<file path="src/rtl/npu_pkg.sv">
// Shared NPU types, default widths and the quantize/activate helpers.
package npu_pkg;

  localparam int unsigned DATA_WIDTH = 8;
  localparam int unsigned ACC_WIDTH  = 32;
  localparam int unsigned WIDE_WIDTH = 64;

  typedef logic signed [DATA_WIDTH-1:0] data_t;
  typedef logic signed [ACC_WIDTH-1:0]  acc_t;
  typedef logic signed [WIDE_WIDTH-1:0] wide_t;

  localparam data_t DATA_MAX = {1'b0, {(DATA_WIDTH-1){1'b1}}};
  localparam data_t DATA_MIN = {1'b1, {(DATA_WIDTH-1){1'b0}}};

  // Arithmetic right shift then saturate to a signed dw-bit range.
  // Works at a wide width so any accumulator/data width pairing can share it;
  // the caller truncates the result to its data width.
  function automatic wide_t sat_shift(input wide_t sum, input int unsigned shift,
                                      input int unsigned dw);
    wide_t s;
    wide_t hi;
    wide_t lo;
    s  = sum >>> shift;
    hi = (wide_t'(1) <<< (dw - 1)) - wide_t'(1);
    lo = -(wide_t'(1) <<< (dw - 1));
    if (s > hi)      sat_shift = hi;
    else if (s < lo) sat_shift = lo;
    else             sat_shift = s;
  endfunction

  // Rectified linear activation.
  function automatic wide_t relu(input wide_t v);
    relu = (v < 0) ? '0 : v;
  endfunction

endpackage

</file>
<file path="src/rtl/mac_tree.sv">
// Combinational N-way signed multiply and sum producing the dot product.
module mac_tree #(
  parameter int unsigned N          = 4,
  parameter int unsigned DATA_WIDTH = 8,
  parameter int unsigned ACC_WIDTH  = 32
) (
  input  logic signed [DATA_WIDTH-1:0] x [N],
  input  logic signed [DATA_WIDTH-1:0] w [N],
  output logic signed [ACC_WIDTH-1:0]  dp
);

  localparam int unsigned PW = 2 * DATA_WIDTH;

  logic signed [PW-1:0] prod [N];

  // Full-precision products, operands sign-extended before multiplying.
  always_comb begin
    for (int i = 0; i < N; i++) begin
      prod[i] = PW'(x[i]) * PW'(w[i]);
    end
  end

  // Sum of sign-extended products; the width rule guarantees no overflow.
  always_comb begin
    dp = '0;
    for (int i = 0; i < N; i++) begin
      dp = dp + ACC_WIDTH'(prod[i]);
    end
  end

endmodule

</file>
<file path="src/rtl/neuron_datapath.sv">
// Single-neuron cell: dot product + bias, shift/saturate, ReLU, registered output.
module neuron_datapath
  import npu_pkg::*;
#(
  parameter int unsigned N          = 4,
  parameter int unsigned DATA_WIDTH = npu_pkg::DATA_WIDTH,
  parameter int unsigned ACC_WIDTH  = npu_pkg::ACC_WIDTH,
  parameter int unsigned SHIFT      = 0
) (
  input  logic                         clk,
  input  logic                         rst_n,
  input  logic                         in_valid,
  input  logic signed [DATA_WIDTH-1:0] x [N],
  input  logic signed [DATA_WIDTH-1:0] w [N],
  input  logic signed [DATA_WIDTH-1:0] b,
  output logic                         out_valid,
  output logic signed [DATA_WIDTH-1:0] y
);

  localparam int unsigned MIN_ACC = 2 * DATA_WIDTH + $clog2(N) + 1;

  if (N < 1) begin : g_bad_n
    $error("neuron_datapath: N must be at least 1");
  end
  if (ACC_WIDTH < MIN_ACC) begin : g_bad_acc
    $error("neuron_datapath: ACC_WIDTH too narrow for N and DATA_WIDTH");
  end
  if (ACC_WIDTH > WIDE_WIDTH) begin : g_bad_wide
    $error("neuron_datapath: ACC_WIDTH exceeds quantizer width");
  end
  if (SHIFT >= ACC_WIDTH) begin : g_bad_shift
    $error("neuron_datapath: SHIFT must be below ACC_WIDTH");
  end

  logic signed [ACC_WIDTH-1:0]  dp;
  logic signed [ACC_WIDTH-1:0]  sum;
  wide_t                        act;
  logic signed [DATA_WIDTH-1:0] relu_out;

  mac_tree #(
    .N          (N),
    .DATA_WIDTH (DATA_WIDTH),
    .ACC_WIDTH  (ACC_WIDTH)
  ) u_mac_tree (
    .x  (x),
    .w  (w),
    .dp (dp)
  );

  // Bias add, fixed-point rescale with saturation, then activation.
  always_comb begin
    sum      = dp + ACC_WIDTH'(b);
    act      = relu(sat_shift(WIDE_WIDTH'(sum), SHIFT, DATA_WIDTH));
    relu_out = DATA_WIDTH'(act);
  end

  // Output register: capture on valid, hold otherwise; reset drops in-flight data.
  always_ff @(posedge clk or negedge rst_n) begin
    if (!rst_n) begin
      y         <= '0;
      out_valid <= 1'b0;
    end else begin
      out_valid <= in_valid;
      if (in_valid) y <= relu_out;
    end
  end

endmodule

</file>
<file path="config.mk">
export PLATFORM = sky130hd
export DESIGN_NAME = neuron_datapath
export DESIGN_NICKNAME = d
export VERILOG_FILES = /design/src/rtl/npu_pkg.sv /design/src/rtl/mac_tree.sv /design/src/rtl/neuron_datapath.sv
export SDC_FILE = /design/constraint.sdc
export NUM_CORES = 1
export LEC_CHECK = 0
export CORE_AREA = 2 2 137 239
export CTS_CLUSTER_SIZE = 28
export DETAILED_ROUTE_END_ITERATION = 8
export DIE_AREA = 0 0 139 241
export PLACE_DENSITY = 0.66
export SYNTH_ARGS = -nofsm -noshare
export SYNTH_HDL_FRONTEND = slang
export SYNTH_SLANG_ARGS = --single-unit
</file>
<file path="constraint.sdc">
create_clock -name clk -period 0.85 [get_ports clk]
set_input_delay 0.2125 -clock clk [delete_from_list [all_inputs] [get_ports clk]]
set_output_delay 0.2125 -clock clk [all_outputs]
set_load 0.01 [all_outputs]
</file>
==> impl_metrics.tcl, run 1 <==
set metrics [dict create \
    violations "negative setup slack" \
    synth_area_leader_cell "fa_1" \
    yosys-top-cells-area "fa_1, ha_1, inv_1" \
    synth_top_family_by_area "adder cells" \
    drc 0 \
    required_ns 1.00 \
    wl_per_cell_um 15.3 \
    skew_ns 0 \
    drt_iter0_markers 384 \
    grt_pass1_wl_um 52700 \
    rows 86 \
    root_buffer "clkbuf_16" \
    synth_compound_area_share_pct 5.29 \
    clockBufferDepth 2 \
    yosysSeqAreaShare_pct 1.80 \
    dp_hpwl_um 28500 \
    path_class "in2reg" \
    place_ws_ns -9.56 \
    cp_max_fo 7 \
    clock_sinks 9 \
    r2r_setup_slack_ns -0.13 \
    initial_core_util_pct 39.7 \
    yosysUniqueCellTypes 61 \
    avgSynthCellArea_um2 9.38 \
    syn-cell-area_mm2 0.0125 \
    ys.flop_type "dfrtp_1" \
    synthMuxAreaShare_pct 0.331 \
    slowest_delay_ns 0.57 \
    num-fill-cells 2951 \
    min_period_ns 9.22 \
    tritoncts "done" \
    maxCapViolCount 0 \
    antenna_found_initial 2 \
    max_freq_ghz 0.108 \
    drive_gt1_share_pct 23.4 \
    worstSkewPairLatency_ns 0.23 \
    clk_pin_slew_worst_paths_ns 0.04 \
    synth_edf_count 0 \
    holdBufCountCts 0 \
    synth_nets 1851 \
    synth_top_area_share_pct 51.1 \
    tightestPinTransition_ns 0.419 \
    run_status "complete, but fails checks" \
    design_area_mm2 0.0160 \
    die_h_um 241 \
    maxSlewViolCount 0 \
    grt_max_degree 18 \
    routabilityCongestion 0.871 \
    slew_headroom_pct 71.8 \
    final.setup.tns_ns -67.68 \
    end_kind "flop" \
    synthSimpleGateAreaFrac_pct 14.5 \
    setup_viol 17 \
    ys_warn_count 0 \
    grt-ovfl-total 0 \
    final_util_pct 51.0 \
    syn_inst 1332 \
    critPathLaunchType "input port" \
    fp.dieW_um 139 \
    io_buffers 83 \
    synth_adder_area_share_pct 63.7 \
    core_mm2 0.0314 \
    rsz0062_at_grt "yes" \
    first_global_vias 11300 \
    worstPathArrival_ns 9.37 \
    htreeDepth 1 \
    synthArstFlopShare_pct 100 \
    placed_area_mm2 0.0154 \
    ioPinCount 84 \
    viasPerCell 4.78 \
    grt_usage_pct 19.6 \
    hold_path_class "in2async" \
    ys_seq_elements 9 \
    syn2layout_area_growth_pct 28.3 \
    numCtsBuffers 3 \
    finalWorstSetupSlack_ns -8.37 \
    die_area_mm2 0.0335 \
    wirelength_um 31100 \
    finalHoldViolCount 0 \
    period_share_pct 1080 \
    antenna_left 0 \
    fin_nets 2149 \
    synthXorXnorAreaFrac_pct 2.31 \
    critPathMostFrequentCell "fa_1" \
    dr.pass1.iters 8 \
    cp_slowest_cell "fa_1" \
    via_count 9696 \
]
[worst max-delay path: cells and delay by family]
family	cells	cell delay, ns
XOR/XNOR	1	0.13
multiplexers	1	0.25
buffers and inverters	8	0.54
AO/OA/AOI/OAI	11	1.65
AND/OR/NAND/NOR	7	0.99
adder cells (fa/ha/maj)	13	5.59
[layout by cell type (no fill, tap or decap), drive strengths merged, types with 2 or more instances in the layout]
| cell type | count |
|---|---|
| o2111a | 2 |
| clkdlybuf4s50 | 26 |
| buf | 251 |
| ha | 125 |
| clkbuf | 6 |
| nor3b | 2 |
| dfrtp | 9 |
| o221ai | 2 |
| xor2 | 5 |
| a211oi | 4 |
| fa | 319 |
| mux2i | 3 |
| diode | 2 |
| o21ai | 19 |
| nand4 | 5 |
| and2 | 135 |
| nor3 | 11 |
| a31oi | 8 |
| a2111o | 2 |
| nor2b | 5 |
| a21oi | 24 |
| clkdlybuf4s15 | 10 |
| o21a | 4 |
| or3 | 3 |
| and3 | 4 |
| nor4 | 4 |
| a221oi | 2 |
| a21boi | 3 |
| o31ai | 3 |
| a21o | 4 |
| o211ai | 5 |
| nand2b | 18 |
| nor2 | 38 |
| nand3 | 9 |
| nand2 | 111 |
| inv | 390 |
| dlygate4sd2 | 14 |
| xnor2 | 28 |
[timing repair]
item,4_1_cts,5_1_grt
gates resized for setup,291,23
setup endpoints to repair,17,17
hold endpoints to repair,0,0
pin swaps,124,15
buffers inserted,17,1
[per-stage QoR]
step	instances	hold WS, ns
after floorplan	1332	-0.0831
after global routing	2027	0.285
after detailed placement	2003	0.520
final	2027	0.279
after global placement	2003	0.514
after CTS	2024	0.280
[state kept, by name (all words and copies together) (netlist names)]
signal	flops
y	8
out_valid	1
[routing by layer]
metal  vias to the layer above  share of wire, %  wire length (um)  GRT usage (%)
li1                       4527                 -                 -              -
met2                       202                58             18100           40.1
met3                        84               3.0               935           1.29
met5                         -                 0                 0              0
met1                      4883                33             10300           20.1
met4                         0               5.6              1740           8.97
[cell usage after synthesis (all sizes together), types with 5 or more instances]
| library cell | instances |
|---|---|
| nand2b | 18 |
| a31oi | 8 |
| ha | 125 |
| dfrtp | 9 |
| and2 | 135 |
| a21oi | 24 |
| xnor2 | 28 |
| clkbuf | 7 |
| o21ai | 19 |
| nand2 | 111 |
| fa | 319 |
| nor2b | 5 |
| nor3 | 11 |
| nand3 | 9 |
| xor2 | 5 |
| o211ai | 5 |
| inv | 390 |
| nand4 | 5 |
| nor2 | 38 |
[logic make-up (layout without fill, tap and decap cells)]
logic type / Yosys count / in the layout
xor+xnor: 33 / 33
fa+ha+maj: 444 / 444
buf+inv: 402 / 699
compound gates: 91 / 91
other cells: 0 / 2
simple gates: 349 / 349
mux: 4 / 4
flops: 9 / 9
[worst paths after layout]
path	start	end	cells after the start
max	x[29]	y[5]	41
max in group asynchronous	rst_n	y[2]	2
min reg2reg	y[2]	y[2]	3
min in group clk	y[2]	y[2]	3
min	rst_n	out_valid	2
max reg2reg	y[7]	y[7]	3
[layout make-up]
class                      instances  area, um^2  area share (%)
multi-input combinational        921       11300            70.6
timing repair buffer             304        2440            15.2
inverter                         391        1470            9.17
tap                              396         495            3.09
sequential                         9         225            1.41
clock buffer                       4        78.8           0.492
antenna                            2        5.00          0.0312
Power of run 1 is left out: the tool's default activity adds up to more than one toggle a clock period on the data nets, which glitch-free logic cannot reach.
==> inputs of run 2 (changes only) <==
- REMOVE_ABC_BUFFERS: default -> 1
==> run 2 against run 1 <==
The run still ends with negative setup slack left. Register-to-register slack gained 0.09 ns. First-iteration DRC count shrank 1.8%. Flip-flop and latch count is the same. Clock-buffer cell count is the same. Setup slack gained 0.038 ns. Highest routed layer unchanged. Global-route usage is essentially flat. Critical path depth shrank 6. Hold slack gained 0.025 ns. Largest cell class unchanged.
==> impl_metrics.tcl, run 2 (synthesis results as in run 1) <==
set metrics [dict create \
    r2r_setup_slack_ns -0.04 \
    crit-reg2reg-launch "y[0]" \
    fin_cells 2050 \
    antenna_found_initial 1 \
    syn2layout_area_growth_pct 30.8 \
    viasPerCell 4.82 \
    maxSlewViolCount 0 \
    layout_common_cells "inv_1, fa_1, buf_4" \
    fin_nets 2173 \
    ff2ff_path_depth 3 \
    multiInputGateArea_mm2 0.0114 \
    design_area_mm2 0.0163 \
    critPathLaunchType "input port" \
    largest_reg_flops 8 \
    skew_ns 0 \
    routabilityCongestion 0.889 \
    dp_hpwl_um 28200 \
    finalHoldViolCount 0 \
    tightestPinTransition_ns 0.349 \
    grt-ovfl-total 0 \
    largestRegisters "y: 8 flops, out_valid: 1 flops" \
    ioPinCount 84 \
    maxCapViolCount 0 \
    htreeDepth 1 \
    clockBufferDepth 2 \
    critPathMostFrequentCell "fa_1" \
    violations "negative setup slack" \
    io_buffers 83 \
    grt_pass1_wl_um 53000 \
    cp_slowest_cell "fa_2" \
    tritoncts "done" \
    placed_area_mm2 0.0154 \
    drt_iter0_markers 377 \
    slew_headroom_pct 76.7 \
    cp_max_fo 7 \
    end_kind "flop" \
    clk_pin_slew_worst_paths_ns 0.04 \
    hold_path_class "in2async" \
    cp-startpoint "x[14]" \
    drive_gt1_share_pct 27.4 \
    worstSkewPairLatency_ns 0.23 \
    die_h_um 241 \
    rsz0062_at_grt "yes" \
    num-fill-cells 2815 \
    wl_per_cell_um 15.3 \
    via_count 9884 \
    numCtsBuffers 3 \
    worstPathArrival_ns 9.33 \
    drc 0 \
    final_common_cell "inv_1" \
    slowest_delay_ns 0.64 \
    r2r-end "y[0]" \
    min_period_ns 9.18 \
    fp.dieW_um 139 \
    root_buffer "clkbuf_16" \
    core_mm2 0.0314 \
    die_area_mm2 0.0335 \
    final-seq-area_um2 225 \
    rows 86 \
    max_freq_ghz 0.109 \
    top_register "y" \
    finalWorstSetupSlack_ns -8.33 \
    first_global_vias 11300 \
    run_status "complete, but fails checks" \
    grt_usage_pct 19.6 \
    setup_viol 17 \
    required_ns 1.00 \
    clock_sinks 9 \
    period_share_pct 1080 \
    initial_core_util_pct 39.7 \
    wirelength_um 31400 \
    antenna_left 0 \
    dr.pass1.iters 6 \
    path_class "in2reg" \
    place_inst 2015 \
    crit_end "y[5]" \
    grt_max_degree 14 \
]
-- run 2: repair_timing --
item | in CTS | in global routing
setup buffers | 26 | 6
pin swaps | 182 | 48
setup endpoints to repair | 17 | 17
hold buffers | 0 | 0
gates resized for setup | 383 | 35
hold endpoints to repair | 0 | 0
-- run 2: layer usage --
metal	global-route usage, %	up-vias	share of wire, %
met4	8.14	0	5.3
met1	20.7	5038	33
li1	-	4579	-
met2	39.6	187	59
met3	1.33	80	2.6
met5	0	-	0
-- run 2: critical path, delay by kind of cell --
family          cells  cell delay (ns)
compound gates      4             0.63
fa+ha+maj          13             5.75
simple gates        9             1.60
buf+inv             7             0.76
xor+xnor            2             0.34
-- run 2: per-stage QoR --
step / worst slack, ns / util [%] / TNS (ns) / hold WS (ns)
2_1_floorplan: -8.62 / - / -68.45 / -0.0831
3_3_place_gp: -9.49 / 49.1 / -77.84 / 0.531
3_5_place_dp: -9.63 / 49.1 / -78.97 / 0.550
4_1_cts: -8.30 / 51.6 / -67.12 / 0.309
5_1_grt: -8.80 / 52.0 / -70.83 / 0.320
6_report: -8.33 / 52.0 / -67.25 / 0.304
-- run 2: layout make-up --
cell class | count | area share (%)
clock buffers | 4 | 0.483
well taps | 396 | 3.03
flip-flops and latches | 9 | 1.38
multi-input cells | 921 | 69.6
inverters | 391 | 9.01
repair buffers | 328 | 16.5
diodes | 1 | 0.0153
-- run 2: how the worst min path moves through the flow --
stage | slack [ns] | cells after the start | endpoint
6_report | 0.30 | 2 | y[0]
2_1_floorplan | -0.08 | 0 | out_valid
5_1_grt | 0.32 | 2 | y[5]
3_3_place_gp | 0.53 | 2 | y[6]
3_5_place_dp | 0.55 | 2 | y[5]
4_1_cts | 0.31 | 2 | y[0]
Power of run 2 is left out for the same reason.
==> inputs of run 3 (changes only) <==
- SETUP_SLACK_MARGIN: default -> 0.15
==> run 3 against run 2 <==
Flip-flop and latch count unchanged. The run still ends with negative setup slack left. Register-to-register slack is essentially flat. Critical path depth did not move. Hold slack better by 0.0085 ns. Critical path type unchanged. Global-route usage did not move. Utilization increased by 0.12 points. Clock-buffer cell count unchanged. Highest routed layer unchanged. Wire length grew 0.62%. Non-clock buffer count is 2 higher. Cell count about the same.
==> impl_metrics.tcl, run 3 (synthesis results as in run 1) <==
set metrics [dict create \
    met1_length_um 10700 \
    dp_hpwl_um 28200 \
    wl_met3_um 727 \
    grt_max_degree 14 \
    end_kind "flop" \
    ioPinCount 84 \
    max_freq_ghz 0.108 \
    largest_reg_flops 8 \
    clockBufferDepth 2 \
    hold_path_class "in2async" \
    syn2layout_area_growth_pct 31.1 \
    largestRegisters "y: 8 flops, out_valid: 1 flops" \
    top_register "y" \
    finalHoldViolCount 0 \
    holdBufCountCts 0 \
    routed-wl-met2_um 18500 \
    maxSlewViolCount 0 \
    r2r-end "y[0]" \
    routabilityCongestion 0.889 \
    ff2ff_path_depth 3 \
    path_class "in2reg" \
    grt_usage_pct 19.6 \
    die_h_um 241 \
    final_common_cell "inv_1" \
    min_period_ns 9.26 \
    maxCapViolCount 0 \
    first_global_vias 11300 \
    via_count 9904 \
    r2r_setup_slack_ns -0.04 \
    rows 86 \
    top_layer_used "met4" \
    fp.dieW_um 139 \
    io_buffers 83 \
    period_share_pct 1090 \
    violations "negative setup slack" \
    critPathLaunchType "input port" \
    skew_ns 0 \
    drt_iter0_markers 359 \
    rsz0062_at_grt "yes" \
    antenna_left 0 \
    slowest_delay_ns 0.64 \
    tightestPinTransition_ns 0.349 \
    cp_max_fo 7 \
    worstSkewPairLatency_ns 0.23 \
    cp-startpoint "x[14]" \
    final.setup.tns_ns -67.94 \
    grt_pass1_wl_um 53000 \
    critPathMostFrequentCell "fa_1" \
    run_status "complete, but fails checks" \
    antenna_found_initial 1 \
    fin_nets 2175 \
    wl_per_cell_um 15.4 \
    tritoncts "done" \
    core_mm2 0.0314 \
    dr.pass1.iters 7 \
    numCtsBuffers 3 \
    required_ns 1.00 \
    initial_core_util_pct 39.7 \
    crit-reg2reg-launch "y[0]" \
    clock_sinks 9 \
    clk_pin_slew_worst_paths_ns 0.04 \
    root_buffer "clkbuf_16" \
    drive_gt1_share_pct 27.6 \
    grt-ovfl-total 0 \
    drc 0 \
    layout_common_cells "inv_1, fa_1, buf_4" \
    worstPathArrival_ns 9.41 \
    setup_viol 17 \
    slew_headroom_pct 76.7 \
    cp_slowest_cell "fa_2" \
    wirelength_um 31600 \
    die_area_mm2 0.0335 \
    htreeDepth 1 \
    finalWorstSetupSlack_ns -8.41 \
    viasPerCell 4.83 \
]
run 3: changes by cell type in the layout (fill, tap and decap cells not counted):
cell / previous run / this run
a31oi_4: 1 / 2
buf_6: 36 / 38
a31oi_1: 7 / 6
run 3: metal layers:
metal  up-vias  track usage [%]
li1       4584                -
met5         -                0
met3        78             1.33
met2       177             39.6
met1      5065             20.7
met4         0             8.14
run 3: layout make-up:
type                       instances  area, um^2
tap                              396         495
fill                            2810       15000
sequential                         9         225
inverter                         391        1470
multi-input combinational        921       11400
clock buffer                       4        78.8
antenna                            1        2.50
timing repair buffer             330        2720
run 3: repair_timing:
item,in CTS,in global routing
setup buffers,26,6
pin swaps,182,50
setup endpoints to repair,17,17
resized for setup,383,38
run 3: worst max path at each step:
stage                end
floorplan           y[5]
global placement    y[5]
detailed placement  y[4]
CTS                 y[5]
global route        y[5]
finish              y[5]
run 3: critical path: cells and delay by family:
family / cells / cell delay, ns
AND/OR/NAND/NOR: 9 / 1.66
buffers and inverters: 7 / 0.76
adder cells (fa/ha/maj): 13 / 5.76
AO/OA/AOI/OAI: 4 / 0.63
XOR/XNOR: 2 / 0.35
run 3: stage by stage:
stage / setup slack [ns] / std cells / instance area, um^2 / hold WS [ns] / utilization [%]
floorplan: -8.62 / 1321 / 12400 / -0.0831 / -
global placement: -9.49 / 2015 / 15400 / 0.531 / 49.1
detailed placement: -9.63 / 2015 / 15400 / 0.550 / 49.1
CTS: -8.30 / 2045 / 16200 / 0.309 / 51.6
global route: -8.83 / 2052 / 16400 / 0.325 / 52.1
finish: -8.41 / 2052 / 16400 / 0.313 / 52.1
Power of run 3 is left out for the same reason.
